--- config.mk ---
export PLATFORM = sky130hd
export DESIGN_NAME = apple_placer
export DESIGN_NICKNAME = d
export VERILOG_FILES = /design/src/rtl/snake_pkg.sv /design/src/rtl/apple_placer.sv
export SDC_FILE = /design/constraint.sdc
export NUM_CORES = 1
export LEC_CHECK = 0
export CAP_MARGIN = 20
export CORE_MARGIN = 5
export CORE_UTILIZATION = 40
export DETAILED_ROUTE_END_ITERATION = 10
export MAX_ROUTING_LAYER = met4
export PLACE_DENSITY = 0.82
export SYNTH_ARGS = -nofsm -noshare
export SYNTH_HDL_FRONTEND = slang
export SYNTH_SLANG_ARGS = --single-unit
--- constraint.sdc ---
create_clock -name clk -period 5.63 [get_ports clk]
set_input_delay 0.8445 -clock clk [delete_from_list [all_inputs] [get_ports clk]]
set_output_delay 0.8445 -clock clk [all_outputs]
set_load 0.02 [all_outputs]
--- src/rtl/snake_pkg.sv ---
// Shared types for the snake game blocks: grid geometry, cell coordinates,
// body occupancy bitmap and the apple placer state encoding.
package snake_pkg;

    localparam int GRID_BITS = 3;
    localparam int CELLS     = 1 << (2 * GRID_BITS);

    typedef struct packed {
        logic [GRID_BITS-1:0] x;
        logic [GRID_BITS-1:0] y;
    } coord_t;

    typedef logic [CELLS-1:0] occ_map_t;

    typedef enum logic [1:0] {
        IDLE,
        SAMPLE,
        CHECK,
        SCAN
    } placer_state_e;

    // Linear successor of a cell in {x,y} order, wrapping the last cell to {0,0}.
    function automatic coord_t coord_next(coord_t c);
        return coord_t'({c.x, c.y} + (2 * GRID_BITS)'(1));
    endfunction

endpackage

--- src/rtl/apple_placer.sv ---
// Places a new apple on a free grid cell using the LFSR coordinate stream.
// Optional APPLE_SCAN_FALLBACK_EN adds a linear scan after MAX_TRIES misses.
module apple_placer
    import snake_pkg::*;
#(
    parameter int MAX_TRIES = 8
) (
    input  logic                   clk,
    input  logic                   reset,
    input  logic                   place_req,
    input  logic [2*GRID_BITS-1:0] rnd_coord,
    input  logic [CELLS-1:0]       occupied,
    output logic [GRID_BITS-1:0]   apple_x,
    output logic [GRID_BITS-1:0]   apple_y,
    output logic                   apple_valid,
    output logic                   busy,
    output logic                   place_done,
    output logic                   board_full
);

    localparam int              TW      = $clog2(MAX_TRIES + 1);
    localparam logic [TW-1:0]   TRY_MAX = TW'(MAX_TRIES);

    placer_state_e   state;
    coord_t          cand;
    logic [TW-1:0]   try_cnt;

`ifdef APPLE_SCAN_FALLBACK_EN
    logic [2*GRID_BITS-1:0] scan_cnt;
    coord_t                 nxt;
    assign nxt = coord_next(cand);
`endif

    always_ff @(posedge clk or posedge reset) begin
        if (reset) begin
            state       <= IDLE;
            apple_x     <= '0;
            apple_y     <= '0;
            apple_valid <= 1'b0;
            busy        <= 1'b0;
            place_done  <= 1'b0;
            board_full  <= 1'b0;
            cand        <= '0;
            try_cnt     <= '0;
`ifdef APPLE_SCAN_FALLBACK_EN
            scan_cnt    <= '0;
`endif
        end else begin
            place_done <= 1'b0;
            case (state)
                IDLE: begin
                    if (place_req) begin
                        apple_valid <= 1'b0;
                        board_full  <= 1'b0;
                        if (&occupied) begin
                            board_full <= 1'b1;
                            place_done <= 1'b1;
                        end else begin
                            state   <= SAMPLE;
                            busy    <= 1'b1;
                            try_cnt <= '0;
                        end
                    end
                end
                SAMPLE: begin
                    cand  <= coord_t'(rnd_coord);
                    state <= CHECK;
                    if (try_cnt != TRY_MAX)
                        try_cnt <= try_cnt + TW'(1);
                end
                CHECK: begin
                    if (!occupied[{cand.x, cand.y}]) begin
                        apple_x     <= cand.x;
                        apple_y     <= cand.y;
                        apple_valid <= 1'b1;
                        place_done  <= 1'b1;
                        busy        <= 1'b0;
                        state       <= IDLE;
`ifdef APPLE_SCAN_FALLBACK_EN
                    end else if (try_cnt == TRY_MAX) begin
                        scan_cnt <= '0;
                        state    <= SCAN;
`endif
                    end else begin
                        state <= SAMPLE;
                    end
                end
`ifdef APPLE_SCAN_FALLBACK_EN
                // The cell in cand already failed, so 63 steps cover every other cell.
                SCAN: begin
                    cand <= nxt;
                    if (!occupied[{nxt.x, nxt.y}]) begin
                        apple_x     <= nxt.x;
                        apple_y     <= nxt.y;
                        apple_valid <= 1'b1;
                        place_done  <= 1'b1;
                        busy        <= 1'b0;
                        state       <= IDLE;
                    end else if (scan_cnt == (2 * GRID_BITS)'(CELLS - 2)) begin
                        board_full <= 1'b1;
                        place_done <= 1'b1;
                        busy       <= 1'b0;
                        state      <= IDLE;
                    end else begin
                        scan_cnt <= scan_cnt + (2 * GRID_BITS)'(1);
                    end
                end
`endif
                default: begin
                    busy  <= 1'b0;
                    state <= IDLE;
                end
            endcase
        end
    end

endmodule

After elaboration in Yosys (flattened, before gate mapping)

Cells that the tools add are included.

Flip-flop bits (word level): 18
Output and inout port bits: 10
Word-level logic and storage cells: 42
Input port bits: 73

Reduce and logical (&&, ||, !) cells: 8
Equality and inequality tests: 5
Order comparisons: 1
Muxes and demuxes: 17
Bitwise logic cells: 2

Operators with widths:

| operator                                                              | count |
|---|---|
| 64-bit AND reduction                                                  | 1 |
| 1-bit two-way mux                                                     | 10 |
| 6-bit by 7-bit < comparator with 1-bit output (second input constant) | 1 |
| 1-bit binary-select mux with 6-bit select                             | 1 |
| 2-bit != test (second input constant)                                 | 3 |
| 2-bit one-hot mux with 3 select lines                                 | 1 |
| 2-bit AND reduction                                                   | 3 |
| 2-bit two-way mux                                                     | 2 |
| 1-bit one-hot mux with 2 select lines                                 | 2 |
| 4-bit AND reduction                                                   | 1 |
| 1-bit one-hot mux with 3 select lines                                 | 1 |
| 3-bit AND reduction                                                   | 1 |
| 2-bit by 1-bit == test with 1-bit output (second input constant)      | 1 |
| 2-bit == test (second input constant)                                 | 1 |
| 2-bit zero test                                                       | 1 |
| 1-bit inverter                                                        | 2 |
| 2-bit nonzero test                                                    | 1 |

Longest topological paths before layout

Gate-level depths: netlist (run 1).

Depth in word-level cells: 4
Depth in mapped cells: 8
Gate-level depth less buffers: 6

Least setup slack after synthesis (run 1)

Ideal clock, no wire load.

Path type: input-to-reg
Start point: input occupied[35]
End point: register apple_x[0]
Stages: 6
Data required time: 5.505 ns
Arrival: 1.892 ns
Setup slack: 3.613 ns
Cell sequence: mux2i_1 -> a22oi_1 -> nand3_2 -> nand4_4 -> o22ai_4 -> mux2_4

Word-level cells in the longest chain between the ends: 4

RTL lines:

| what                                      | line               | text |
|---|---|---|
| from (decl)                               | apple_placer.sv:12 | `input logic [CELLS-1:0] occupied,` |
| 1-bit binary-select mux with 6-bit select | apple_placer.sv:72 | `if (!occupied[{cand.x, cand.y}]) begin` |
| 1-bit two-way mux (not written as such)   | apple_placer.sv:72 |  |
| 1-bit inverter (no line)                  | --                 |  |
| 2-bit AND reduction (no line)             | --                 |  |
| to (signal assigned)                      | apple_placer.sv:73 | `apple_x <= cand.x;` |
| to (decl)                                 | apple_placer.sv:13 | `output logic [GRID_BITS-1:0] apple_x,` |

No other way between the ends. The select of a mux whose other input is x is not followed.
A chain may end at the register's enable or synchronous reset.

Final worst setup path (run 1)

Start point: register cand[0] (netlist name)
End point: register apple_y[0]

Word-level cells in the longest chain between the ends: 4

RTL lines:

| what                                      | line               | text |
|---|---|---|
| from (decl)                               | apple_placer.sv:25 | `coord_t cand;` |
| from (signal assigned)                    | apple_placer.sv:66 | `cand <= coord_t'(rnd_coord);` |
| 1-bit binary-select mux with 6-bit select | apple_placer.sv:72 |  |
| 1-bit two-way mux (not written as such)   | apple_placer.sv:72 |  |
| 1-bit inverter (no line)                  | --                 |  |
| 2-bit AND reduction (no line)             | --                 |  |
| to (signal assigned)                      | apple_placer.sv:74 | `apple_y <= cand.y;` |
| to (decl)                                 | apple_placer.sv:14 | `output logic [GRID_BITS-1:0] apple_y,` |

Several ways; a longest one is shown, not always the timed one. The select of a mux whose other input is x is not followed.

==> results.json, run 1 <==
{
  "status": "complete, no violations",
  "slew_headroom": 0.407,
  "crit_slowest_cell": "dfrtp_2",
  "coreArea_sq_mm": 0.00372,
  "synth_common_cells": "33 x mux2i_1, 18 x dfrtp_1, 17 x nand4_1",
  "hold_buffers": 0,
  "grt_overflow": 0,
  "hold_viol": 0,
  "startpoint": "cand[0]",
  "hp-start": "board_full",
  "rsz0062_at_grt": "false",
  "crit_family": "flip-flops",
  "place_inst": 280,
  "r2r_start": "cand[0]",
  "yosysUniqueCellTypes": 32,
  "drive_above_1_share": 0.110,
  "criticalPathCategory": "reg2reg",
  "area_growth_syn_to_layout_pct": 55.9,
  "setup_viol": 0,
  "synth_edf_count": 0,
  "final_cell_count_no_fill": 284,
  "tightest_slew_ns": 0.890,
  "clockBufferDepth": 2,
  "async_reset_ff_frac": 1.00,
  "nets": 310,
  "cts_root_buffer": "clkbuf_8",
  "syn_inst": 158,
  "hold_class": "reg2reg",
  "initial_core_util": 0.420,
  "critPathMaxStageDelay_ns": 0.95,
  "ys_top_cells_by_area": "dfrtp_1 29%, mux2i_1 21%, nand4_1 6.8%",
  "fp.dieW_um": 72.4,
  "path_max_fanout": 34,
  "cp_data_arrival_time_ns": 2.56,
  "yosysWarnings": 0,
  "period_needed_ns": 2.42,
  "seq_area_sq_um": 452,
  "slew_violations": 0,
  "ir_drop_v": 0.000360,
  "synth_top_cell_area_share": 0.289,
  "wl_mm": 4.89,
  "post-synth-top-count-cell": "mux2i_1",
  "synth-seq-area-share": 0.289,
  "grt_pass1_vias": 1646,
  "cts.sinks": 18,
  "power.density_mw_per_mm2": 425,
  "critical_path.cell_chain": "mux2i_1, a211oi_1, nand3_1, nand4_2, o22ai_4, mux2_4",
  "synth_nets": 231,
  "max_freq_mhz": 414,
  "pre_cts_slack_ns": 2.98,
  "port_buffers": 82,
  "fin_crit_sh": 0.429,
  "die_h_um": 72.4,
  "die-area_sq_mm": 0.00525,
  "drtIter0Drc": 113,
  "numCtsBuffers": 3,
  "grt_usage": 0.195,
  "yosys_register_bits": 18,
  "io_pins": 83,
  "dp_hpwl_mm": 4.02,
  "synth_area_leader_cell": "dfrtp_1",
  "cp-start-kind": "register",
  "timing.setup.tns_ns": 0,
  "vias": 1545,
  "cts_tree": "yes",
  "fp-row-count": 22,
  "finalWorstSetupSlack_ns": 3.21,
  "p_leak_nw": 0.997,
  "synthFlopType": "dfrtp_1",
  "post_cts_resize_count": 0,
  "clock_latency_ns": 0.25,
  "grt_pass1_wl_mm": 8.01,
  "antenna_cells": 0,
  "htree_levels": 1,
  "place_congestion": 0.874,
  "grt_max_degree": 35,
  "antenna_found_initial": 0,
  "drv_cap": 0,
  "synth.avg_cell_area_sq_um": 9.87,
  "wl_per_cell_um": 17.2,
  "critical_path_required_ns": 5.77,
  "drtPass1Iterations": 4,
  "path_clk_slew_ns": 0.06,
  "syn_area_sq_mm": 0.00156,
  "post-cts-setup-buffers": 0,
  "ant_nets": 0,
  "multi_input_area_sq_mm": 0.00103,
  "clock_skew_ns": 0.00316,
  "drc": 0,
  "cp-end-kind": "register",
  "worst-path-buf-inv": 0,
  "fillers": 326,
  "via_per_inst": 5.44
}
## through the flow
stage / util / power (W) / hold slack, ns / instance area [sq um]
2_1_floorplan: - / 0.000767 / 0.538 / 1560
3_3_place_gp: 0.639 / 0.000919 / 0.469 / 2370
3_5_place_dp: 0.639 / 0.000933 / 0.470 / 2370
4_1_cts: 0.654 / 0.00104 / 0.490 / 2430
5_1_grt: 0.654 / 0.00111 / 0.538 / 2430
6_report: 0.654 / 0.00103 / 0.488 / 2430
## placed cells by master, fill, tap and decap left out, types with 3 or more instances in the layout
cell,instances
a21oi_1,6
a22oi_1,8
and2b_1,4
clkbuf_8,4
clkdlybuf4s50_1,82
dfrtp_1,17
mux2_2,6
mux2_4,5
mux2i_1,33
nand2_1,11
nand2b_1,6
nand3_1,4
nand3_2,5
nand4_1,17
nor2_1,4
nor4_1,4
o21ai_0,3
## where the power goes
| group | internal (W) | switching [W] |
|---|---|---|
| logic | 0.000351 | 0.000265 |
| clock network | 0.0000622 | 0.0000417 |
| registers | 0.000189 | 0.000125 |
## worst reg2reg max path, delay by kind of cell, from the launching register on
kind | cells | cell delay, ns
AO/OA/AOI/OAI | 2 | 0.42
flip-flops | 1 | 0.95
multiplexers | 2 | 0.65
AND/OR/NAND/NOR | 2 | 0.28
## kinds of logic after synthesis
group | Yosys count | share of synthesized area
buffers and inverters | 10 | 0.0473
flip-flops | 18 | 0.289
multiplexers | 44 | 0.303
AND/OR/NAND/NOR | 63 | 0.255
AO/OA/AOI/OAI | 23 | 0.105
## layer usage
metal,up-vias,GRT usage,part of all wire
met3,7,0.0235,0.073
met1,713,0.259,0.45
met5,-,-,0
met4,0,0.0471,0.012
met2,60,0.316,0.46
li1,765,-,-
## flip-flops by register name, indices dropped and copies added (netlist names)
name / count
apple_valid: 1
apple_x: 3
state: 2
busy: 1
place_done: 1
apple_y: 3
cand: 6
board_full: 1
## final cells by class
cell class,instances,share of cell area
flip-flops and latches,18,0.186
multi-input cells,130,0.426
repair buffers,82,0.338
clock buffers,4,0.0227
well taps,48,0.0247
inverters,2,0.00309
## worst paths after layout
kind / endpoint / depth (start not counted) / slack [ns]
worst min-delay path: board_full / 1 / 0.49
max in group asynchronous: cand[0] / 2 / 4.17
min in group asynchronous: cand[2] / 2 / 0.99
worst min register to register: board_full / 1 / 0.49
worst max register to register: apple_y[0] / 6 / 3.21
worst max-delay path: apple_y[0] / 6 / 3.21
(Power assumes the default switching activity.)
==> run 2: changes to the inputs <==
clock period = 2.3 ns   (was 5.63 ns; I/O delays follow)
==> run 2 against run 1 <==
  * Worst hold slack better by 0.0029 ns
  * Sequential power rose by 110%
  * Critical path depth increased by 1
  * Clock power increased by 140%
  * Power grew 150%
  * Global-route usage increased by 0.29 points
  * Final area up 1.4%
  * First-iteration DRC count down 66%
  * Cell count rose by 1.1%
  * Setup slack got worse by 3.0 ns
  * Largest cell class unchanged
==> results.json, run 2 (synthesized netlist as in run 1, its figures left out) <==
{
  "clockBufferDepth": 2,
  "path_max_fanout": 21,
  "max_freq_mhz": 472,
  "critPathMaxStageDelay_ns": 0.50,
  "drtIter0Drc": 38,
  "area_growth_syn_to_layout_pct": 58.1,
  "cp-start-kind": "register",
  "period_needed_ns": 2.12,
  "p_leak_nw": 1.02,
  "status": "complete, no violations",
  "cp_num_cells": 7,
  "slew_headroom": 0.546,
  "ant_nets": 0,
  "vias": 1600,
  "clock_latency_ns": 0.25,
  "hold_buffers": 0,
  "initial_core_util": 0.420,
  "via_per_inst": 5.57,
  "r2r_cells": 7,
  "criticalPathCategory": "reg2reg",
  "timing.setup.tns_ns": 0,
  "final_cell_mix": "82 x clkdlybuf4s50_1, 33 x mux2i_1, 17 x nand4_1, 17 x dfrtp_1, 11 x nand2_1",
  "die-area_sq_mm": 0.00525,
  "setup_viol": 0,
  "cts.sinks": 18,
  "cts_tree": "yes",
  "grt_pass1_vias": 1670,
  "io_pins": 83,
  "numCtsBuffers": 3,
  "crit_family": "multiplexers",
  "die_h_um": 72.4,
  "crit_slowest_cell": "dfrtp_2",
  "grt_max_degree": 22,
  "wl_per_cell_um": 17.4,
  "dp_hpwl_mm": 4.11,
  "antenna_cells": 0,
  "fin_crit_sh": 0.922,
  "grt_overflow": 0,
  "largest_reg_flops": 6,
  "coreArea_sq_mm": 0.00372,
  "critical_path_required_ns": 2.44,
  "clock_skew_ns": 0.00219,
  "cts_root_buffer": "clkbuf_8",
  "port_buffers": 82,
  "fp-row-count": 22,
  "holdWs_ns": 0.491,
  "cp-end-kind": "register",
  "place_congestion": 0.929,
  "htree_levels": 1,
  "grt_pass1_wl_mm": 7.99,
  "worst-path-buf-inv": 1,
  "drive_above_1_share": 0.121,
  "regMostFlops": "cand",
  "nets": 313,
  "largestRegisters": "cand: 6 flops, apple_x: 3 flops, apple_y: 3 flops",
  "layout_commonest_cell": "clkdlybuf4s50_1",
  "path_clk_slew_ns": 0.07,
  "cp_data_arrival_time_ns": 2.26,
  "post_cts_resize_count": 0,
  "rsz0062_at_grt": "false",
  "ir_drop_v": 0.000793,
  "post-cts-setup-buffers": 0,
  "power.density_mw_per_mm2": 1050,
  "critical_path.cell_chain": "buf_12, mux2i_1, a22oi_1, nand3_2, nand4_4, o22ai_4, mux2_4",
  "antenna_found_initial": 0,
  "drv_cap": 0,
  "hold_viol": 0,
  "slew_violations": 0,
  "fp.dieW_um": 72.4,
  "hold_class": "in2async",
  "drtPass1Iterations": 4,
  "tightest_slew_ns": 0.680,
  "grt_usage": 0.198,
  "drc": 0,
  "wl_mm": 5.00
}
run 2: cell count changes in the layout (fill, tap and decap cells not counted), sizes merged:
cell / change
buf: +3
run 2: where the power goes:
group / leakage, nW / internal (W) / switching, W
sequential: 0.217 / 0.000466 / 0.000189
clock: 0.0288 / 0.000152 / 0.000102
combinational: 0.771 / 0.000903 / 0.000770
total: 1.02 / 0.00152 / 0.00106
run 2: through the flow:
step,setup slack (ns),utilization,total power (W),area (sq um),cells
after floorplan,0.480,-,0.00188,1560,158
after global placement,0.201,0.648,0.00231,2410,283
after detailed placement,0.175,0.648,0.00233,2410,283
after CTS,0.166,0.663,0.00260,2460,287
after global routing,0.0602,0.663,0.00277,2460,287
final,0.180,0.663,0.00258,2460,287
run 2: layer usage:
metal	up-vias	track usage	wire length (um)
met5	-	-	0
met4	0	0.0574	80
met3	12	0.0471	429
met2	68	0.310	2240
met1	750	0.253	2250
li1	770	-	-
run 2: cell type report:
| type | instances | area [sq um] |
|---|---|---|
| Inverter | 2 | 7.51 |
| Multi-Input combinational cell | 130 | 1030 |
| Fill cell | 300 | 1250 |
| Sequential cell | 18 | 452 |
| Timing Repair Buffer | 85 | 856 |
| Tap cell | 48 | 60.1 |
| Clock buffer | 4 | 55.1 |
run 2: final timing paths:
path                             startpoint          end  slack (ns)
min in group clk                apple_valid  apple_valid        0.49
worst max register to register      cand[0]   apple_x[0]        0.18
worst min register to register  apple_valid  apple_valid        0.49
worst max-delay path                cand[0]   apple_x[0]        0.18
max in group asynchronous             reset      cand[0]        1.34
worst min-delay path                  reset   apple_x[1]        0.49
==> run 3: changes to the inputs <==
clock period = 2.35 ns   (was 2.3 ns; I/O delays follow)
==> run 3 against run 2 <==
  * Clock skew is 0.0012 ns lower
  * Cell count down 0.70%
  * Wire length down 2.4%
  * Sequential share of layout area is 0.11 points higher
  * Worst hold slack improved by 0.0013 ns
  * Non-clock buffer count down 2
  * Maximum frequency grew 3.1%
  * First-iteration DRC count rose to 2.6 times the previous value
  * Register-to-register slack improved by 0.11 ns
  * Combinational power down 2%
  * Critical path type unchanged
  * Critical endpoint unchanged
  * Highest routed layer unchanged
==> results.json, run 3 (synthesized netlist as in run 1, its figures left out) <==
{
  "wl_per_cell_um": 17.1,
  "power.total_w": 0.00251,
  "startpoint": "cand[0]",
  "finalWorstSetupSlack_ns": 0.293,
  "vias": 1557,
  "grtUsageMet3": 0.0222,
  "path_max_fanout": 32,
  "p_leak_nw": 1.01,
  "numCtsBuffers": 3,
  "slew_headroom": 0.558,
  "slew_violations": 0,
  "clock_skew_ns": 0.000952,
  "period_needed_ns": 2.06,
  "max_freq_mhz": 486,
  "rsz0062_at_grt": "false",
  "busiest_layer": "met2",
  "grt_pass1_vias": 1650,
  "nets": 311,
  "cts.sinks": 18,
  "io_pins": 83,
  "clockBufferDepth": 2,
  "pre_cts_slack_ns": 0.210,
  "path_clk_slew_ns": 0.07,
  "place_congestion": 0.905,
  "gr-usage-met1": 0.256,
  "hold_viol": 0,
  "largest_reg_flops": 6,
  "clock_latency_ns": 0.25,
  "post-cts-setup-buffers": 0,
  "tightest_slew_ns": 0.662,
  "die-area_sq_mm": 0.00525,
  "port_buffers": 82,
  "hold_class": "in2async",
  "grt_max_degree": 33,
  "grt_usage": 0.193,
  "rrSetupSlack_ns": 0.29,
  "fillers": 328,
  "critical_path_required_ns": 2.49,
  "regMostFlops": "cand",
  "antenna_cells": 0,
  "timing.setup.tns_ns": 0,
  "area_growth_syn_to_layout_pct": 57.1,
  "drv_cap": 0,
  "setup_viol": 0,
  "drive_above_1_share": 0.114,
  "power.density_mw_per_mm2": 1020,
  "fp.dieW_um": 72.4,
  "die_h_um": 72.4,
  "layout_commonest_cell": "clkdlybuf4s50_1",
  "antenna_found_initial": 0,
  "crit_end": "apple_x[0]",
  "post_cts_resize_count": 0,
  "grtUsageMet2": 0.320,
  "ir_drop_v": 0.000921,
  "dp_hpwl_mm": 4.04,
  "criticalPathCategory": "reg2reg",
  "grt_overflow": 0,
  "drtIter0Drc": 97,
  "cp_data_arrival_time_ns": 2.19,
  "fin_util": 0.659,
  "final_cell_mix": "82 x clkdlybuf4s50_1, 33 x mux2i_1, 17 x nand4_1, 17 x dfrtp_1, 11 x nand2_1",
  "coreArea_sq_mm": 0.00372,
  "final_cell_count_no_fill": 285,
  "cp-end-kind": "register",
  "r2r_start": "cand[0]",
  "fp-row-count": 22,
  "ant_nets": 0,
  "status": "complete, no violations",
  "grt_pass1_wl_mm": 7.89,
  "r2r_cells": 7,
  "wl_mm": 4.88,
  "place_inst": 281,
  "drc": 0,
  "hold_buffers": 0,
  "cts_root_buffer": "clkbuf_8",
  "fin_crit_sh": 0.875,
  "largestRegisters": "cand: 6 flops, apple_x: 3 flops, apple_y: 3 flops",
  "initial_core_util": 0.420,
  "htree_levels": 1,
  "cp-start-kind": "register",
  "regToRegEndpoint": "apple_x[0]",
  "via_per_inst": 5.46,
  "drtPass1Iterations": 4,
  "cts_tree": "yes"
}
run 3: critical path, stage by stage, from the launching register on:
cell	delay, ns
dfrtp_2	0.40
buf_12	0.24
mux2i_1	0.28
a22oi_1	0.11
nand3_2	0.11
nand4_4	0.12
o22ai_4	0.33
mux2_4	0.34
run 3: power breakdown:
part	leakage (nW)	internal, W	switching [W]
sequential	0.217	0.000457	0.000170
clock	0.0288	0.000149	0.0000984
combinational	0.761	0.000864	0.000767
total	1.01	0.00147	0.00104
run 3: final cells by class:
| type | count | area (sq um) | area share |
|---|---|---|---|
| Multi-Input combinational cell | 130 | 1030 | 0.422 |
| Timing Repair Buffer | 83 | 841 | 0.343 |
| Sequential cell | 18 | 452 | 0.184 |
| Tap cell | 48 | 60.1 | 0.0245 |
| Clock buffer | 4 | 55.1 | 0.0225 |
| Inverter | 2 | 7.51 | 0.00306 |
run 3: worst min path at each step:
stage                        endpoint  slack, ns
after floorplan           apple_valid       0.29
after global placement    apple_valid       0.47
after detailed placement   board_full       0.47
after CTS                  board_full       0.51
after global routing       board_full       0.53
final                         cand[2]       0.49
run 3: layer usage:
metal / part of all wire / vias to the layer above / wire length, um
met3: 0.064 / 8 / 314
met2: 0.46 / 59 / 2250
met1: 0.46 / 719 / 2250
met4: 0.014 / 0 / 69
li1: - / 771 / -
met5: 0 / - / 0
run 3: stage by stage:
stage	hold slack (ns)	cell area, sq um
after CTS	0.506	2450
after global placement	0.469	2390
after floorplan	0.291	1560
after global routing	0.526	2450
after detailed placement	0.474	2390
final	0.492	2450
